===== config.mk =====
export PLATFORM = sky130hd
export DESIGN_NAME = phase_sequencer
export DESIGN_NICKNAME = d
export VERILOG_FILES = /design/src/rtl/phase_pkg.sv /design/src/rtl/exec_debounce.sv /design/src/rtl/phase_sequencer.sv
export SDC_FILE = /design/constraint.sdc
export NUM_CORES = 1
export LEC_CHECK = 0
export CAP_MARGIN = 10
export CORE_MARGIN = 10
export CORE_UTILIZATION = 50
export CTS_BUF_LIST = sky130_fd_sc_hd__clkbuf_8
export CTS_CLUSTER_SIZE = 25
export DETAILED_ROUTE_END_ITERATION = 10
export PLACE_DENSITY = 0.75
export SLEW_MARGIN = 5
export SYNTH_ARGS = -nofsm -noshare
export SYNTH_HDL_FRONTEND = slang
export SYNTH_SLANG_ARGS = --single-unit
export TNS_END_PERCENT = 50

===== constraint.sdc =====
create_clock -name clock -period 3.4 [get_ports clock]
set_input_delay 0.51 -clock clock [delete_from_list [all_inputs] [get_ports clock]]
set_output_delay 0.51 -clock clock [all_outputs]
set_load 0.01 [all_outputs]

===== src/rtl/phase_pkg.sv =====
// phase_pkg: shared sequencer state encoding and phase constants
package phase_pkg;
    typedef enum logic [1:0] {IDLE, RUN, STEP, HALTED} seq_state_t;
    localparam int NUM_PHASES = 5;
    localparam int PHASE_W = 3;
    localparam logic [PHASE_W-1:0] PHASE_LAST = PHASE_W'(NUM_PHASES - 1);
endpackage


===== src/rtl/exec_debounce.sv =====
// exec_debounce: synchronizes, debounces and rising-edge-detects the raw exec button
module exec_debounce #(
    parameter int DEBOUNCE_CYCLES = 16
) (
    input  logic clock,
    input  logic reset,
    input  logic i_exec,
    output logic o_exec_pulse
);
    localparam int CW = $clog2(DEBOUNCE_CYCLES + 1);
    logic [1:0]    r_sync;
    logic [CW-1:0] r_cnt;
    logic          r_level;
    logic          r_level_d;
    logic          r_pulse;
    logic          w_diff;
    logic          w_done;
    assign w_diff = r_sync[1] != r_level;
    // the level flips on the last of DEBOUNCE_CYCLES consecutive differing samples
    assign w_done = w_diff && r_cnt == CW'(DEBOUNCE_CYCLES - 1);
    always_ff @(posedge clock) begin
        if (reset) begin
            r_sync    <= '0;
            r_cnt     <= '0;
            r_level   <= 1'b0;
            r_level_d <= 1'b0;
            r_pulse   <= 1'b0;
        end else begin
            r_sync    <= {r_sync[0], i_exec};
            r_cnt     <= (!w_diff || w_done) ? '0 : r_cnt + 1'b1;
            r_level   <= w_done ? r_sync[1] : r_level;
            r_level_d <= r_level;
            r_pulse   <= r_level & ~r_level_d;
        end
    end
    assign o_exec_pulse = r_pulse;
endmodule


===== src/rtl/phase_sequencer.sv =====
// phase_sequencer: steps the 5-phase instruction cycle in run/step modes, stopping at
// instruction boundaries on user stop or datapath halt
module phase_sequencer import phase_pkg::*; #(
    parameter int DEBOUNCE_CYCLES = 16,
    parameter int COUNT_W         = 16
) (
    input  logic               clock,
    input  logic               reset,
    input  logic               exec,
    input  logic               step_mode,
    input  logic               halt,
    output logic [PHASE_W-1:0] phase,
    output logic               phase_valid,
    output logic               halted,
    output logic [COUNT_W-1:0] instr_count
);
    seq_state_t         r_state;
    seq_state_t         w_state;
    logic [PHASE_W-1:0] r_phase;
    logic [PHASE_W-1:0] w_phase;
    logic [COUNT_W-1:0] r_count;
    logic [COUNT_W-1:0] w_count;
    logic               r_valid;
    logic               r_halted;
    logic               r_stop;
    logic               w_stop;
    logic               w_valid;
    logic               w_halted;
    logic               w_pulse;
    logic               w_last;

    exec_debounce #(.DEBOUNCE_CYCLES(DEBOUNCE_CYCLES)) u_debounce (
        .clock        (clock),
        .reset        (reset),
        .i_exec       (exec),
        .o_exec_pulse (w_pulse)
    );

    assign w_last = r_phase == PHASE_LAST;

    always_comb begin
        w_state = r_state;
        w_phase = r_phase;
        w_stop  = r_stop;
        w_count = r_count;
        case (r_state)
            IDLE: begin
                w_phase = '0;
                if (w_pulse) w_state = step_mode ? STEP : RUN;
            end
            RUN: begin
                // a press landing in phase 4 only arms the stop for the next instruction
                w_stop  = r_stop | w_pulse;
                w_phase = w_last ? '0 : r_phase + 1'b1;
                w_count = w_last ? r_count + 1'b1 : r_count;
                if (w_last) w_state = halt ? HALTED : r_stop ? IDLE : RUN;
            end
            STEP: begin
                w_phase = w_last ? '0 : r_phase + 1'b1;
                w_count = w_last ? r_count + 1'b1 : r_count;
                if (w_last) w_state = halt ? HALTED : IDLE;
            end
            HALTED: begin
                w_phase = '0;
                if (w_pulse) w_state = IDLE;
            end
            default: w_state = IDLE;
        endcase
        if (w_state != RUN) w_stop = 1'b0;
        w_valid  = w_state == RUN || w_state == STEP;
        w_halted = w_state == HALTED;
    end

    always_ff @(posedge clock) begin
        if (reset) begin
            r_state  <= IDLE;
            r_phase  <= '0;
            r_valid  <= 1'b0;
            r_halted <= 1'b0;
            r_stop   <= 1'b0;
            r_count  <= '0;
        end else begin
            r_state  <= w_state;
            r_phase  <= w_phase;
            r_valid  <= w_valid;
            r_halted <= w_halted;
            r_stop   <= w_stop;
            r_count  <= w_count;
        end
    end

    assign phase       = r_phase;
    assign phase_valid = r_valid;
    assign halted      = r_halted;
    assign instr_count = r_count;
endmodule


==> impl_results.md, run 1 <==
- Total number of vias: approximately 1200
- Crit path DAT: about 2.2 ns
- Clock-pin transition on the worst setup and hold timing paths: around 0.070 ns
- Final Slew Violations: 0
- Filler Cells Inserted: 270
- Drt initial violations: 34
- Fin worst setup slack: 1.45 ns
- P per Cell Area: between 300 and 400 nW/um^2
- Grt ovf: 0
- Initial antenna violation count: 0
- Clock Path Buffers: 2
- Critical-path cell list: inv_1 > ha_1 > nand2_1 > nor3b_1 > o31ai_1 > and2_1 > ha_1 > nor3b_1
- Total GRT Usage: a little under an eighth
- Final Instance Count excl. Fillers: 240
- Via density: 5.08
- Cts hold-fix bufs: 0
- Top Family by Delay on Critical Path: simple AND/OR/NAND/NOR gates
- Global-route wire length before repair: 5.46 mm
- WP buf/inv: 1
- Clock Sinks: 34
- Worst-path maximum fanout: 7
- Synth warn: 0
- Post-CTS Resized: 0
- Pin count of the biggest net entering global routing: 23
- Number of synthesized register bits: 34
- Slowest cell on the critical path: dfxtp_1
- Worst R2R Setup Slack: ~1.4 ns
- DR WL met2: approximately 1.6 mm
- Setup TNS: 0 ns
- Final setup vio count: 0
- Final Util: about two thirds
- # diodes: 0
- Syn nets: between 150 and 200
- Pre-CTS WS: between 1 and 1.5 ns
- Worst Hold Class: reg2reg
- Max_cap viols: 0
- Routed len/inst: between 10 and 15 um
- ANT nets after route: 0
- Top Layer Used: met4
- CTS tree: done
- # DRC: 0
- Setup CP Type: reg2reg
- Critical Path Start Type: register
- Final Hold Viols: 0
- Io pins: 26
- CORE AREA: between 3000 and 4000 um^2
- Post-Route Skew: 0.00116 ns
- Met1 wire length: roughly 1.4 mm
- Cell row count: 20
- RSZ-0062 raised after global routing: no
- Top post-synthesis cells by area: dfxtp_1 (43%), ha_1 (8.6%), xnor2_1 (5.5%)
- Worst-case vdd ir drop: 0.258 mV
- Post CTS Setup Buffer Count: 0
- Fin crit share: a little under three fifths
- Syn_area_per_cell: 9.60 um^2
- Initial Util: a little over half
- Area growth syn-to-layout: 23.9%
- Synth area leader: dfxtp_1
- Post-synthesis sequential area ratio: 42.7%
- 1st-pass router iterations: 4
- Chip width: around 76 um
- Clk Tree Root Cell: clkbuf_8
- Max incr delay on CP: between 0.3 and 0.4 ns
- Mapped Area: about 1600 um^2
- # port buffers: 25
- Post-synth ARST share: 0%
- Final Net Count: 212
- Netlist cell types: 41
- Post-DP HPWL: 2.44 mm
- Worst skew pair latency: just under 0.3 ns
- DIE AREA: around 5800 um^2
- Routability cong.: between 0.7 and 0.8
- Placed cells: 233
- Cells after Synth: approximately 170
- DRT Wirelength: 3.23 mm
- Slew of the pin with the lowest slew margin: 0.753 ns
- CTS buffer count: 5
- Vias in the first global route: around 1200
- Data required, critical path: 3.60 ns
- Worst setup EP type: register
- Number of synthesized flops with an enable pin: 0
- Share of the synthesized area in the top cell type: 42.7%
- Die Y-Extent: around 76 um
- Fraction of layout cells with a size suffix above 1: 11.2%
- Leak pwr: between 0.7 and 0.8 nW
- Peak Freq: just over 0.5 GHz
- Synth Flop Type: dfxtp_1
- Met3 Routed Length: roughly 210 um
- Slew headroom: around 50%
- Max H-tree Level: 2
- Status: complete, no violations
- Crit path time final: 1.95 ns
## sequential cells by signal, summed over array words and instances (netlist names)
signal / count
halted: 1
u_debounce.r_cnt: 5
u_debounce.r_level: 1
u_debounce.r_sync: 2
phase_valid: 1
instr_count: 16
u_debounce.r_level_d: 1
r_state: 2
phase: 3
r_stop: 1
u_debounce.o_exec_pulse: 1
## layout make-up
| class | instances | area [um^2] | share of cell area [%] |
|---|---|---|---|
| clock buffers | 5 | 68.8 | 3.49 |
| clock inverters | 2 | 10.0 | 0.507 |
| inverters | 10 | 37.5 | 1.90 |
| multi-input cells | 119 | 865 | 43.8 |
| flip-flops and latches | 34 | 681 | 34.5 |
| well taps | 44 | 55.1 | 2.79 |
| repair buffers | 26 | 258 | 13.1 |
## worst register-to-register path, delay by kind of cell (launching register included)
family          cells  cell delay [ns]
compound gates      1             0.30
flops               1             0.36
buf+inv             1             0.07
fa+ha+maj           2             0.45
simple gates        4             0.67
## report_power, final
part | leakage [nW] | switching, mW | internal, mW
registers | 0.274 | 0.00457 | 0.404
logic | 0.435 | 0.0271 | 0.0245
clock network | 0.0438 | 0.141 | 0.137
total | 0.753 | 0.173 | 0.566
## synthesized netlist by cell type, types with 2 or more instances
cell type	number
a21oi_1	6
and3_1	4
clkbuf_1	2
dfxtp_1	34
ha_1	11
inv_1	10
mux2_4	2
mux2i_1	2
nand2_1	6
nand3_1	6
nand4_1	2
nand4_2	2
nor2_1	23
nor2b_1	8
nor3_1	2
nor3_2	2
nor3b_1	3
nor4_2	3
o21ai_0	4
or3_1	2
xnor2_1	10
xor2_1	3
## per-stage QoR
step / hold WS [ns] / instance area (um^2) / total power, mW
after detailed placement: 0.377 / 1900 / 0.470
after floorplan: 0.367 / 1590 / 0.449
after CTS: 0.384 / 1970 / 0.748
after global placement: 0.373 / 1900 / 0.466
after global routing: 0.409 / 1970 / 0.770
final: 0.383 / 1970 / 0.738
## cell usage in the layout, fill, tap and decap left out, types with 2 or more instances in the layout
cell type and count:
clkdlybuf4s50_1 25, nand3_1 6, nor3b_1 3, a21oi_1 6, and3_1 4, mux2i_1 2, nor2_1 23, nor4_2 3
ha_1 11, or3_1 2, xor2_1 3, clkinv_2 2, inv_1 10, nor3_1 2, xnor2_1 10, dfxtp_1 34
clkbuf_8 5, nor3_2 2, o21ai_0 4, nand4_1 2, mux2_4 2, nor2b_1 8, nand4_2 2, nand2_1 6
## kinds of logic (layout without fill, tap and decap cells)
family          count (synthesis)  in the layout  synth area share [%]
simple gates                   74             74                  28.7
flops                          34             34                  42.7
mux                             4              4                  3.14
compound gates                 17             17                  6.59
xor+xnor                       13             13                  7.14
fa+ha+maj                      11             11                  8.63
buf+inv                        13             43                  3.06
## per-layer routing
layer	GRT usage, %	vias up
met5	0	-
met4	5.02	0
met3	5.90	6
met2	18.9	21
met1	12.0	570
li1	-	621
## final timing paths
kind                                  end                 start  cells past startpoint
setup / recovery                   r_stop              phase[0]                      8
hold reg to reg   u_debounce.o_exec_pulse  u_debounce.r_level_d                      1
hold / removal    u_debounce.o_exec_pulse  u_debounce.r_level_d                      1
setup reg to reg                   r_stop              phase[0]                      8
Note: power is estimated with default switching activity, not from simulation.
==> run 2, diff against run 1 <==
- CORE_UTILIZATION: 50 -> 49
- PLACE_DENSITY: 0.75 -> 0.77
- clock period: 3.4 -> 1.6 ns (I/O delays scaled with it)
==> run 2 against run 1 <==
Against the previous run:
- combinational power grew to 4.1 times the previous value
- critical path depth stayed put
- design area is 21% higher
- core utilization is 13 points higher
- critical endpoint is now halted
- setup slack worse by 1.4 ns
==> impl_results.md, run 2 (synthesis gave the netlist of run 1 again) <==
- Chip width: a little under 80 um
- Final setup vio count: 0
- Leak pwr: roughly 0.98 nW
- Register area: approximately 690 um^2
- Crit path time final: ~1.6 ns
- Via density: roughly 5.1
- Final Power: 1.87 mW
- Worst skew pair latency: between 0.2 and 0.3 ns
- DRT Wirelength: 4.01 mm
- Slew of the pin with the lowest slew margin: roughly 0.28 ns
- Worst-case vdd ir drop: approximately 0.72 mV
- Post-Route Skew: 0.00473 ns
- RSZ-0062 raised after global routing: yes
- Final Instance Count excl. Fillers: 267
- Total GRT Usage: about 14%
- CTS buffer count: 5
- Die Y-Extent: a little under 80 um
- ANT nets after route: 0
- Setup CP Type: reg2reg
- Multi-input combinational cell area: approximately 1000 um^2
- # diodes: 0
- CP startpoint: r_state[0]
- CORE AREA: ~3100 um^2
- CTS tree: done
- Drt initial violations: 39
- # port buffers: 25
- Most frequent cells in the layout: dfxtp_1 (26), buf_4 (26), clkdlybuf4s50_1 (22), nor2_1 (20), xnor2_1 (10)
- DIE AREA: 5930 um^2
- Filler Cells Inserted: approximately 210
- Placed cells: about 250
- Worst Hold Class: reg2reg
- Total number of vias: about 1400
- Fin crit share: between 90% and 100%
- Max_cap viols: 0
- Initial antenna violation count: 0
- Slew headroom: between 80 and 90%
- Grt ovf: 0
- Peak Freq: between 0.6 and 0.7 GHz
- Crit Reg-Reg Startpoint: r_state[0]
- P per Cell Area: 784 nW/um^2
- Initial Util: between 50% and 60%
- Max H-tree Level: 2
- Area growth syn-to-layout: 49.5%
- Post-DP HPWL: 2.81 mm
- Pin count of the biggest net entering global routing: 20
- Max reg flops: 16
- Final Slew Violations: 0
- Status: complete, no violations
- Final Net Count: 238
- Crit path DAT: 1.78 ns
- Clock-pin transition on the worst setup and hold timing paths: roughly 0.07 ns
- 1st-pass router iterations: 4
- Hold_sp: u_debounce.r_level_d
- Worst-path maximum fanout: 5
- Data required, critical path: approximately 1.8 ns
- Global-route wire length before repair: roughly 6.8 mm
- Routability cong.: 0.825
- Vias in the first global route: roughly 1400
- # DRC: 0
- Clock Sinks: 34
- Io pins: 26
- Cell row count: 20
- Cts hold-fix bufs: 0
- Critical Path Start Type: register
- Worst setup EP type: register
- Clk Tree Root Cell: clkbuf_8
- Fraction of layout cells with a size suffix above 1: a little over a third
- Final Hold Viols: 0
- Routed len/inst: about 15 um
- Clock Path Buffers: 2
- Setup TNS: 0 ns
## run 2: changes by cell type in the layout (fill, tap and decap cells not counted), moves of 5 or more
| cell | before | now |
|---|---|---|
| ha_4 | 0 | 5 |
| buf_4 | 1 | 26 |
| dfxtp_1 | 34 | 26 |
| dfxtp_2 | 0 | 7 |
| ha_1 | 11 | 4 |
## run 2: metal layers
layer	vias up	global-route usage [%]	wire length [um]
met5	-	0	0
met4	0	5.66	77
met3	8	5.83	249
met2	29	24.2	2100
met1	648	14.3	1590
li1	677	-	-
## run 2: timing repair
item	CTS	global route
buffers inserted	5	2
hold endpoints to repair	0	0
endpoints found under the setup margin	15	16
pin swaps	9	6
gates resized for setup	27	18
## run 2: critical path, stage by stage (launching register included)
cell and delay (ns):
dfxtp_2 0.32, buf_4 0.15, ha_2 0.18, o21ai_1 0.12, o21ai_1 0.13, a21oi_4 0.20, inv_1 0.06, ha_1 0.19
nor2b_1 0.12
## run 2: final timing paths
kind	slack [ns]	cells past startpoint	to
min	0.39	1	u_debounce.o_exec_pulse
max reg2reg	0.01	8	halted
min reg2reg	0.39	1	u_debounce.o_exec_pulse
max	0.01	8	halted
## run 2: area by class of cell
cell class | instances | share of cell area, %
inverters | 10 | 1.57
clock buffers | 5 | 2.89
multi-input cells | 119 | 42.6
repair buffers | 52 | 19.7
well taps | 44 | 2.31
flip-flops and latches | 34 | 29.1
clock inverters | 3 | 1.89
## run 2: report_power, final
part           internal (mW)  leakage [nW]  switching, mW
Sequential             0.857         0.279        0.00673
Combinational          0.108         0.649          0.101
Clock                  0.463        0.0504          0.332
Total                   1.43         0.979          0.440
## run 2: stage by stage
stage          worst slack (ns)  hold slack (ns)  area, um^2  utilization (%)
3_5_place_dp             -0.201            0.384        2060             67.0
3_3_place_gp            -0.0909            0.374        2060             67.0
6_report                 0.0147            0.393        2380             77.4
2_1_floorplan           -0.0277            0.367        1600                -
5_1_grt                 -0.0965            0.426        2380             77.4
4_1_cts                -0.00588            0.395        2310             75.0
==> run 3, diff against run 2 <==
- PLACE_DENSITY: 0.77 -> 0.75
- SLEW_MARGIN: 5 -> not set
==> run 3 against run 2 <==
Against the previous run:
- the run now ends with negative setup slack left
- die area stayed put
- final cell count is 1.5% lower
- flip-flop and latch count stayed put
- via count is 2.1% lower
- global-route usage is 1.6 points lower
- clock-buffer cell count stayed put
- non-clock buffer count is 4 lower
- wire length is 9.4% lower
- total power is 2.1% lower
- clock skew is 0.00072 ns lower
- critical path type unchanged
- highest routed layer unchanged
==> impl_results.md, run 3 (synthesis gave the netlist of run 1 again) <==
- Data required, critical path: about 1.8 ns
- Cts hold-fix bufs: 0
- CTS buffer count: 5
- Setup TNS: -0.00584 ns
- Worst hold path endpoint: u_debounce.o_exec_pulse
- Post-Route Skew: 0.00401 ns
- Final setup vio count: 1
- RSZ-0062 raised after global routing: yes
- Global-route wire length before repair: between 5 and 6 mm
- Vias in the first global route: around 1300
- 1st-pass router iterations: 4
- Violated checks: negative setup slack
- Switching Power: 0.412 mW
- Drt initial violations: 69
- Slew of the pin with the lowest slew margin: about 0.34 ns
- Grt ovf: 0
- Final Hold Viols: 0
- Max H-tree Level: 2
- Final Slew Violations: 0
- Via density: between 5 and 6
- Worst R2R Setup Slack: -0.006 ns
- Clk Tree Root Cell: clkbuf_8
- Status: complete, but fails checks
- Io pins: 26
- Worst-case vdd ir drop: about 0.77 mV
- Crit path DAT: around 1.8 ns
- Final Power: 1.83 mW
- Worst Hold Class: reg2reg
- Hold_sp: u_debounce.r_level_d
- Internal Power: 1.42 mW
- Peak Freq: 0.623 GHz
- Area growth syn-to-layout: 44.9%
- Clock power frac: a little over two fifths
- ANT nets after route: 0
- Sw frac: a little under a quarter
- Leak pwr: ~0.94 nW
- Fin worst setup slack: -0.00584 ns
- R2r worst-path depth: 7
- Slew headroom: 77.4%
- # diodes: 0
- Most frequent cells in the layout: dfxtp_1 (29), clkdlybuf4s50_1 (23), nor2_1 (21), buf_4 (21), xnor2_1 (10)
- CP startpoint: r_state[0]
- Filler Cells Inserted: approximately 210
- Clock-pin transition on the worst setup and hold timing paths: about 0.07 ns
- Initial Util: around half
- DIE AREA: approximately 5900 um^2
- Pin count of the biggest net entering global routing: 20
- Routability cong.: about 0.81
- Final Util: between 70% and 80%
- Setup CP Type: reg2reg
- Chip width: about 77 um
- # port buffers: 25
- Final Cell Area: between 2000 and 2500 um^2
- Cell row count: 20
- Final Instance Count excl. Fillers: roughly 260
- Hold slack: slightly below 0.4 ns
- Die Y-Extent: slightly below 80 um
- Worst setup EP type: register
- Fin crit share: 100%
- CORE AREA: slightly above 3000 um^2
- Commonest non-fill, non-tap cell in the layout: dfxtp_1
- Final Net Count: between 200 and 250
- Critical Path Start Type: register
- DRT Wirelength: 3.63 mm
- Pre-CTS WS: -0.158 ns
- Clock Sinks: 34
- CTS tree: done
- R2R Path End: phase_valid
- Max reg flops: 16
- # DRC: 0
- Worst-path maximum fanout: 5
- Fraction of layout cells with a size suffix above 1: about a third
- Crit Reg-Reg Startpoint: r_state[0]
- Worst Hold Depth: 1
- Share of total power in sequential cells: 47.3%
- Post-DP HPWL: about 2.5 mm
- P per Cell Area: 791 nW/um^2
- Clock Path Buffers: 2
- Comb pwr share: 9.7%
- Total number of vias: between 1000 and 1500
- Max_cap viols: 0
- Initial antenna violation count: 0
- Total GRT Usage: 12.3%
- Crit path time final: approximately 1.6 ns
- Placed Area: between 2000 and 2500 um^2
- Placed cells: around 250
- Worst skew pair latency: about 0.29 ns
- Routed len/inst: 13.8 um
[run 3: changes by cell type in the layout (fill, tap and decap cells not counted), moves of 2 or more]
cell / change
nor3_2: -2
nand3_2: +2
buf_4: -5
dfxtp_2: -2
dfxtp_1: +3
ha_4: -3
ha_1: +4
nand3_1: -2
[run 3: timing repair]
item | 4_1_cts | 5_1_grt
hold endpoints to repair | 0 | 0
buffers inserted | 2 | 4
setup endpoints to repair | 11 | 19
cloned | 0 | 0
resized for setup | 13 | 21
pin swaps | 4 | 9
[run 3: final cells by class]
| class | instances | area [um^2] | area share (%) |
|---|---|---|---|
| sequential | 34 | 687 | 29.7 |
| clock buffer | 5 | 68.8 | 2.98 |
| inverter | 10 | 37.5 | 1.63 |
| multi-input combinational | 119 | 976 | 42.3 |
| clock inverter | 3 | 45.0 | 1.95 |
| timing repair buffer | 48 | 440 | 19.1 |
| tap | 44 | 55.1 | 2.38 |
[run 3: power by group through the flow]
stage / clock (mW) / combinational [mW] / sequential, mW
2_1_floorplan: 0 / 0.0682 / 0.887
3_3_place_gp: 0 / 0.129 / 0.882
3_5_place_dp: 0 / 0.136 / 0.882
4_1_cts: 0.800 / 0.150 / 0.863
5_1_grt: 0.833 / 0.193 / 0.865
6_report: 0.786 / 0.177 / 0.865
[run 3: worst max path at each step]
stage / to / depth (start not counted)
after detailed placement: phase_valid / 7
after CTS: instr_count[13] / 6
after global routing: phase_valid / 8
final: phase_valid / 7
after global placement: phase_valid / 7
after floorplan: instr_count[12] / 6
[run 3: worst max-delay path, cell delays in order (launching register included)]
cell     delay, ns
dfxtp_2       0.32
buf_4         0.15
ha_1          0.22
a31oi_1       0.20
o31ai_2       0.11
and2_4        0.17
ha_1          0.27
nor2_1        0.10
[run 3: metal layers]
metal	vias up	global-route usage, %	wire length [um]
li1	670	-	-
met1	627	12.5	1430
met2	30	20.8	1880
met3	7	5.36	244
met4	0	6.57	76
met5	-	0	0
